[src/rtl/clkdiv_pkg.sv]
// Shared types and defaults for the programmable clock-enable controller.
package clkdiv_pkg;

  localparam int DEF_DIV_W  = 8;
  localparam int DEF_STEP_W = 8;

  typedef enum logic [1:0] {
    IDLE     = 2'd0,
    RUN      = 2'd1,
    STEP     = 2'd2,
    STOPPING = 2'd3
  } ctrl_state_t;

  // A programmed divisor of 0 behaves exactly like 1.
  function automatic logic [DEF_DIV_W-1:0] clamp_div(input logic [DEF_DIV_W-1:0] d);
    return (d == '0) ? DEF_DIV_W'(1) : d;
  endfunction

endpackage

[src/rtl/clkdiv_period_cnt.sv]
// Period counter 0..div-1 with terminal-count flag and low-half compare; zero latency on flags.
// No backpressure: counts every cycle while enabled, held at 0 otherwise.
module clkdiv_period_cnt #(
  parameter int DIV_W = 8
) (
  input  logic             clk,
  input  logic             rst,
  input  logic             en,
  input  logic [DIV_W-1:0] div,
  output logic [DIV_W-1:0] count,
  output logic             last,
  output logic             low_half
);

  // div is already clamped to >= 1, so div-1 cannot wrap.
  assign last     = (count == (div - DIV_W'(1)));
  assign low_half = (count < (div >> 1));

  always_ff @(posedge clk or posedge rst) begin
    if (rst) begin
      count <= '0;
    end else if (!en || last) begin
      count <= '0;
    end else begin
      count <= count + DIV_W'(1);
    end
  end

endmodule

[src/rtl/clkdiv_ctrl.sv]
// Start/stop/step clock-enable controller; request in cycle 0 -> count 0 in cycle 1, first tick in cycle D.
// Divisor reload is valid/ready: one pending slot, cfg_ready low until it is applied at a period boundary.
module clkdiv_ctrl
  import clkdiv_pkg::*;
#(
  parameter int DIV_W       = DEF_DIV_W,
  parameter int DEFAULT_DIV = 100,
  parameter int STEP_W      = DEF_STEP_W
) (
  input  logic              clk,
  input  logic              rst,
  input  logic              start,
  input  logic              stop,
  input  logic              step_req,
  input  logic [STEP_W-1:0] step_count,
  input  logic              cfg_valid,
  input  logic [DIV_W-1:0]  cfg_div,
  output logic              cfg_ready,
  output logic              tick,
  output logic              divclk,
  output logic              running,
  output logic              done,
  output logic [DIV_W-1:0]  active_div
);

  ctrl_state_t       state;
  ctrl_state_t       state_nxt;
  logic [DIV_W-1:0]  div_eff;
  logic [DIV_W-1:0]  count;
  logic              last;
  logic              low_half;
  logic [STEP_W-1:0] remaining;
  logic [DIV_W-1:0]  pend_div;
  logic              pend_vld;
  logic              hs;
  logic              step_start;
  logic              enter_idle;

  assign div_eff    = clamp_div(active_div);
  assign hs         = cfg_valid && cfg_ready;
  assign step_start = step_req && (step_count != '0);
  assign enter_idle = (state != IDLE) && (state_nxt == IDLE);

  clkdiv_period_cnt #(
    .DIV_W(DIV_W)
  ) u_cnt (
    .clk      (clk),
    .rst      (rst),
    .en       (running),
    .div      (div_eff),
    .count    (count),
    .last     (last),
    .low_half (low_half)
  );

  always_ff @(posedge clk or posedge rst) begin
    if (rst) begin
      state <= IDLE;
    end else begin
      state <= state_nxt;
    end
  end

  always_comb begin
    state_nxt = state;
    case (state)
      IDLE: begin
        if (stop) begin
          state_nxt = IDLE;
        end else if (start) begin
          state_nxt = RUN;
        end else if (step_start) begin
          state_nxt = STEP;
        end
      end
      RUN: begin
        if (stop) begin
          state_nxt = last ? IDLE : STOPPING;
        end
      end
      STEP: begin
        if (stop) begin
          state_nxt = last ? IDLE : STOPPING;
        end else if (last && (remaining == STEP_W'(1))) begin
          state_nxt = IDLE;
        end
      end
      STOPPING: begin
        if (last) begin
          state_nxt = IDLE;
        end
      end
      default: state_nxt = IDLE;
    endcase
  end

  always_comb begin
    running   = (state != IDLE);
    tick      = running && last;
    divclk    = running && low_half;
    cfg_ready = !pend_vld;
  end

  // done marks the cycle after the final tick of a step run or a stop.
  always_ff @(posedge clk or posedge rst) begin
    if (rst) begin
      done <= 1'b0;
    end else begin
      done <= enter_idle;
    end
  end

  always_ff @(posedge clk or posedge rst) begin
    if (rst) begin
      remaining <= '0;
    end else if ((state == IDLE) && (state_nxt == STEP)) begin
      remaining <= step_count;
    end else if (state_nxt == IDLE) begin
      remaining <= '0;
    end else if ((state == STEP) && last && (remaining != '0)) begin
      remaining <= remaining - STEP_W'(1);
    end
  end

  // Outside IDLE a new divisor only lands on a period boundary, so no runt period is produced.
  always_ff @(posedge clk or posedge rst) begin
    if (rst) begin
      active_div <= DIV_W'(DEFAULT_DIV);
      pend_div   <= '0;
      pend_vld   <= 1'b0;
    end else if (!running) begin
      if (hs) begin
        active_div <= cfg_div;
      end
    end else if (enter_idle) begin
      if (hs) begin
        active_div <= cfg_div;
      end else if (pend_vld) begin
        active_div <= pend_div;
      end
      pend_vld <= 1'b0;
    end else if (last && pend_vld) begin
      active_div <= pend_div;
      pend_vld   <= 1'b0;
    end else if (hs) begin
      pend_div <= cfg_div;
      pend_vld <= 1'b1;
    end
  end

endmodule

[config.mk]
export PLATFORM = sky130hd
export DESIGN_NAME = clkdiv_ctrl
export DESIGN_NICKNAME = d
export VERILOG_FILES = /design/src/rtl/clkdiv_pkg.sv /design/src/rtl/clkdiv_period_cnt.sv /design/src/rtl/clkdiv_ctrl.sv
export SDC_FILE = /design/constraint.sdc
export NUM_CORES = 1
export LEC_CHECK = 0
export CAP_MARGIN = 30
export CORE_ASPECT_RATIO = 1.75
export CORE_MARGIN = 5
export CORE_UTILIZATION = 35
export DETAILED_ROUTE_END_ITERATION = 8
export SLEW_MARGIN = 20
export SYNTH_ARGS = -nofsm -noshare
export SYNTH_HDL_FRONTEND = slang
export SYNTH_HIERARCHICAL = 1
export SYNTH_SLANG_ARGS = --single-unit
[constraint.sdc]
create_clock -name clk -period 3.6 [get_ports clk]
set_clock_uncertainty 0.2 [all_clocks]
set_input_delay 0.72 -clock clk [delete_from_list [all_inputs] [get_ports clk]]
set_output_delay 0.72 -clock clk [all_outputs]
set_load 0.02 [all_outputs]
==> impl_metrics.yaml, run 1 <==
cts:
  clkSinkCount: 36
  cts_buffer_depth: 2
  h-tree-depth: 2
  cts_root_buf: "clkbuf_16"
  clock_latency_ns: 0.27
  cts_made_buffers: 5
  path_clk_slew_ns: 0.05
  hold_buffers: 0
  cts_tree: "yes"
global_route:
  grt_start_max_net_pins: 29
  busiest_layer: "met2"
  use_met3: 0.02111
  use_met1: 0.1398
  use_met2: 0.2409
  overflow: 0
  grt_pass1_vias: 1884
  grt_use_total: 0.1314
  antenna_found_initial: 0
  grt_pass1_wl_um: 8859
sta:
  hold_viol: 0
  period_needed_ns: 3.590
  max_freq_mhz: 278.5
  rsz0062_at_grt: "yes"
  setup_violations: 0
  slew_headroom: 0.5418
  min_period_over_period: 0.9973
  fin_hold_ws_ns: 0.2848
  finalMaxSlewViolations: 0
  worst-slew-pin-transition_ns: 0.6873
floorplanning:
  io_pins: 35
  dieArea_um2: 8638
  die_h_um: 119.3
  core_area_um2: 6756
  fp.dieW_um: 72.43
  placementRows: 40
  start_util: 0.3533
routing:
  drcViolationCount: 0
  vias: 1891
  drt_pass1_iterations: 4
  drt-initial-drc-count: 93
  post_drt_wl_per_cell_um: 14.62
  via_per_inst: 5.083
  wl_um: 5439
  ant_nets: 0
yosys:
  synth-edff-count: 0
  seq_area_frac_synth: 0.3789
  syn_inst: 230
  synth-main-ff-cell: "dfrtp_1"
  async_reset_ff_frac: 1.000
  synth_area_um2: 2387
  ys_seq_elements: 36
  syn_nets: 263
  yosysUniqueCellTypes: 46
  syn_area_per_cell_um2: 10.38
  synth_warnings: 6
critical_path:
  r2r_cells: 14
  worst-setup-path-type: "reg -> out"
  crit_top_cell: "and2_4"
  r2r_end: "active_div[4]"
  worst-path-stages: 11
  cpPeakStageDelay_ns: 0.43
  cp_slowest_cell: "or4_4"
  worst_ep_required_time_ns: 2.68
  path_cells: "nor4_2, a21o_1, inv_2, ha_4, xor2_1, nand2_1, or4_4, a311oi_4, and2_4, and2_4, buf_6"
  r2r_slack_ns: 0.07
  cp_top_family: "simple AND/OR/NAND/NOR gates"
  endpoint_kind: "output pin"
  r2r_start: "active_div[6]"
  cp_num_buf_inv: 2
  cp_max_fo: 2
  worstSetupStartpointType: "flip-flop"
  crit_arrival_ns: 2.67
cells_and_area:
  nFillCells: 637
  seq_area_um2: 907.1
  area_delta_synth_final_pct: 35.22
  nets: 320
  final_common_cell: "clkdlybuf4s50_1"
  n_antenna_cell: 0
  drive_gt1_frac: 0.2674
  multi_input_area_um2: 1438
  final_cells: 372
  mostFrequentLayoutCells: "clkdlybuf4s50_1 (32), dfrtp_1 (31), buf_4 (22), mux2_4 (16), nand2_1 (16)"
pwr:
  p_switching_mw: 1.055
  switching_share: 0.3836
  p_leak_nw: 1.372
  p_per_area_nw_per_um2: 852.2
  ir_worst_vdd_uv: 385.7
  internal_power_mw: 1.696
  comb_power_share: 0.572
  p_clk_frac: 0.155
  p_seq_frac: 0.273
hold_path:
  hold_depth: 1
  hold_path_class: "reg -> reg"
  hold_end: "pend_div[6]"
  min_from: "pend_div[6]"
status:
  status: "finished, final reports clean"
placed_design:
  dp_cells: 362
  dpl.hpwl_um: 4274
  routabilityCongestion: 0.8246
  io_buffers: 34
job:
  drv_cap: 0
-- layout make-up --
cell class	instances	area share
flip-flops and latches	36	0.2810
multi-input cells	168	0.4453
inverters	16	0.01860
clock buffers	8	0.04535
well taps	84	0.03256
repair buffers	60	0.1771
-- power groups by stage --
stage | registers, mW | clock network (mW) | logic [mW]
2_1_floorplan | 0.780 | 0 | 0.956
3_3_place_gp | 0.747 | 0 | 1.49
3_5_place_dp | 0.755 | 0 | 1.49
4_1_cts | 0.752 | 0.439 | 1.52
5_1_grt | 0.774 | 0.459 | 1.71
6_report | 0.750 | 0.426 | 1.57
-- worst max path at each step --
stage,from,end
after floorplan,active_div[7],active_div[4]
after global placement,active_div[6],tick
after detailed placement,active_div[6],tick
after CTS,active_div[6],tick
after global routing,active_div[6],tick
final,active_div[6],tick
-- metrics by stage --
step	utilization	worst slack (ns)	power, mW	setup TNS, ns	instance area, µm²
floorplan	-	-0.1670	1.737	-1.325	2407
global placement	0.4437	-0.2961	2.233	-0.8050	2998
detailed placement	0.4437	-0.3060	2.246	-0.8568	2998
CTS	0.4685	-0.03149	2.708	-0.03149	3166
global route	0.4778	-0.1277	2.939	-0.6528	3228
finish	0.4778	0.009748	2.751	0	3228
-- timing repair --
item / in CTS / in global routing
setup buffers: 1 / 1
gates resized for setup: 10 / 13
pin swaps: 3 / 0
endpoints found under the setup margin: 9 / 13
-- flip-flops by register name, indices dropped and copies added, names as in the netlist --
signal / count
u_cnt/count: 8
active_div: 8
state: 2
pend_div: 8
remaining: 8
done: 1
pend_vld: 1
-- per-layer routing --
layer | part of all wire | vias up | wire, µm
li1 | - | 923 | -
met1 | 0.38 | 908 | 2072
met2 | 0.56 | 46 | 3024
met3 | 0.032 | 14 | 175
met4 | 0.031 | 0 | 166
met5 | 0 | - | 0
-- cells in the mapped netlist, types with 3 or more instances --
library cell,count,area share
o21ai_0,11,0.023
mux2_2,5,0.024
buf_6,3,0.014
xnor2_1,8,0.029
nand4_1,3,0.0079
clkbuf_1,7,0.011
nor2_1,11,0.017
a211oi_1,9,0.028
dfstp_2,3,0.033
a21o_1,5,0.016
nand3_1,6,0.013
nand2b_1,6,0.016
a21oi_1,7,0.015
nand2_1,16,0.025
mux2_4,8,0.050
mux2_1,11,0.052
ha_1,11,0.058
xor2_1,13,0.048
dfrtp_1,33,0.35
and2_1,4,0.010
inv_1,16,0.025
nor3_1,4,0.0084
nor4_1,4,0.010
-- cells by family (layout without fill, tap and decap cells) --
family                     count (synthesis)  count (layout)  share of synthesized area
AOI/OAI and AO/OA                         44              44                     0.1420
adders and majority gates                 11              11                    0.05765
muxes                                     24              24                     0.1258
and+or+nand+nor                           67              67                     0.1614
buffers and inverters                     26              84                    0.05032
xor gates and xnor gates                  22              22                    0.08386
DFF                                       36              36                     0.3789
No activity file was read; power rests on OpenSTA's default activity.
==> run 2, diff against run 1 <==
Settings changed: GPL_ROUTABILITY_DRIVEN set to 0.
==> results of run 2 <==
Final layout, timing and power as in run 1 (identical DEF).
==> run 3, diff against run 2 <==
Settings changed: CORE_UTILIZATION 35 to 51, CTS_BUF_LIST set to sky130_fd_sc_hd__clkbuf_4, PLACE_DENSITY set to 0.79.
==> run 3 against run 2 <==
Effect of this change:
- global-route usage rose by 7.4 points
- final area fell by 0.78%
- first-iteration DRC count down 45%
- worst setup slack worse by 0.096 ns
- flip-flop and latch count stayed put
- combinational power is 8% higher
- sequential power is essentially flat
- via count rose by 4.5%
- the run now ends with setup timing left
==> impl_metrics.yaml, run 3 (synthesized netlist as in run 1, its figures left out) <==
routing:
  drt_pass1_iterations: 4
  drcViolationCount: 0
  drt-initial-drc-count: 51
  via_per_inst: 5.714
  post_drt_wl_per_cell_um: 17.17
  wl_um: 5941
  vias: 1977
  ant_nets: 0
critical_path:
  worstSetupStartpointType: "flip-flop"
  cp_max_fo: 2
  worst_ep_required_time_ns: 2.68
  crit_arrival_ns: 2.77
  crit_top_cell: "and2_4"
  worst-setup-path-type: "reg -> out"
  endpoint_kind: "output pin"
  r2r_slack_ns: -0.04
  setup.worst_path.start: "active_div[6]"
  r2r_start: "active_div[6]"
  path_cells: "nor4_2, a21o_1, inv_2, ha_4, xor2_1, nand2_1, or4_4, a311oi_4, and2_4, and2_4, buf_6"
  cpPeakStageDelay_ns: 0.43
  cp_slowest_cell: "or4_4"
sta:
  setup_slack_ns: -0.08579
  period_needed_ns: 3.686
  max_freq_mhz: 271.3
  slew_headroom: 0.5601
  worst-slew-pin-transition_ns: 0.6599
  fin_hold_ws_ns: 0.3200
  hold_viol: 0
  min_period_over_period: 1.024
  finalMaxSlewViolations: 0
  setup_violations: 7
  rsz0062_at_grt: "yes"
  setup_tns_ns: -0.1794
cts:
  cts_root_buf: "clkbuf_4"
  clock_latency_ns: 0.32
  path_clk_slew_ns: 0.10
  cts_buffer_depth: 2
  cts_tree: "yes"
  cts_made_buffers: 5
  clkSinkCount: 36
  h-tree-depth: 2
cells_and_area:
  fin_util: 0.6926
  design_area_um2: 3203
  nets: 327
  final_common_cell: "clkdlybuf4s50_1"
  mostFrequentLayoutCells: "clkdlybuf4s50_1 (32), dfrtp_1 (31), buf_4 (26), mux2_4 (19), inv_1 (15)"
  area_delta_synth_final_pct: 34.17
  n_antenna_cell: 0
  drive_gt1_frac: 0.3163
  nFillCells: 325
  final_cells: 346
placed_design:
  io_buffers: 34
  dpl.hpwl_um: 4347
  placed_cell_area_um2: 2953
  dp_cells: 331
  dp_slack_ns: -0.3521
floorplanning:
  placementRows: 33
  io_pins: 35
  fp.dieW_um: 61.72
  dieArea_um2: 6203
  die_h_um: 100.5
  core_area_um2: 4624
  start_util: 0.5162
pwr:
  p_per_area_nw_per_um2: 825.8
  p_leak_nw: 1.385
  design_power_total_mw: 2.645
  ir_worst_vdd_uv: 559.1
job:
  drv_cap: 0
status:
  status: "finished, violations left"
  violations: "setup timing"
hold_path:
  hold_path_class: "reg -> reg"
  min_from: "pend_div[7]"
global_route:
  grt_pass1_wl_um: 9542
  grt_use_total: 0.2054
  antenna_found_initial: 0
  overflow: 0
  grt_pass1_vias: 2069
  grt_start_max_net_pins: 16
-- run 3: critical path, delay by kind of cell, from the launching register on --
family                   cells  cell delay [ns]
AO/OA/AOI/OAI                2             0.42
XOR/XNOR                     1             0.14
adder cells (fa/ha/maj)      1             0.25
buffers and inverters        2             0.16
flip-flops                   1             0.38
AND/OR/NAND/NOR              5             1.09
-- run 3: what timing repair did --
item | 4_1_cts | 5_1_grt
setup buffers | 6 | 4
gates resized for setup | 22 | 24
pin swaps | 5 | 9
endpoints found under the setup margin | 18 | 25
hold buffers | 0 | 0
-- run 3: power by group --
group	total, mW	switching, mW	internal (mW)
registers	0.753	0.171	0.583
logic	1.70	0.813	0.891
clock network	0.188	0.119	0.0682
-- run 3: worst paths after layout --
check | endpoint | depth (start not counted)
max | tick | 11
max reg2reg | remaining[6] | 18
max in group asynchronous | active_div[2] | 3
min | pend_div[7] | 1
min reg2reg | pend_div[7] | 1
min in group asynchronous | u_cnt/count[7] | 2
-- run 3: per-layer routing --
metal / GRT usage / up-vias / share of wire
met5: 0 / - / 0
met1: 0.2202 / 963 / 0.36
met3: 0.02821 / 15 / 0.043
met4: 0.1046 / 0 / 0.039
li1: - / 945 / -
met2: 0.3697 / 54 / 0.56
-- run 3: area by class of cell --
cell class / count / area, µm² / area share
tap: 52 / 65.06 / 0.02031
inverter: 16 / 60.06 / 0.01875
clock buffer: 5 / 37.54 / 0.01172
timing repair buffer: 67 / 631.9 / 0.1973
multi-input combinational: 168 / 1494 / 0.4664
sequential: 36 / 907.1 / 0.2832
clock inverter: 2 / 7.507 / 0.002344
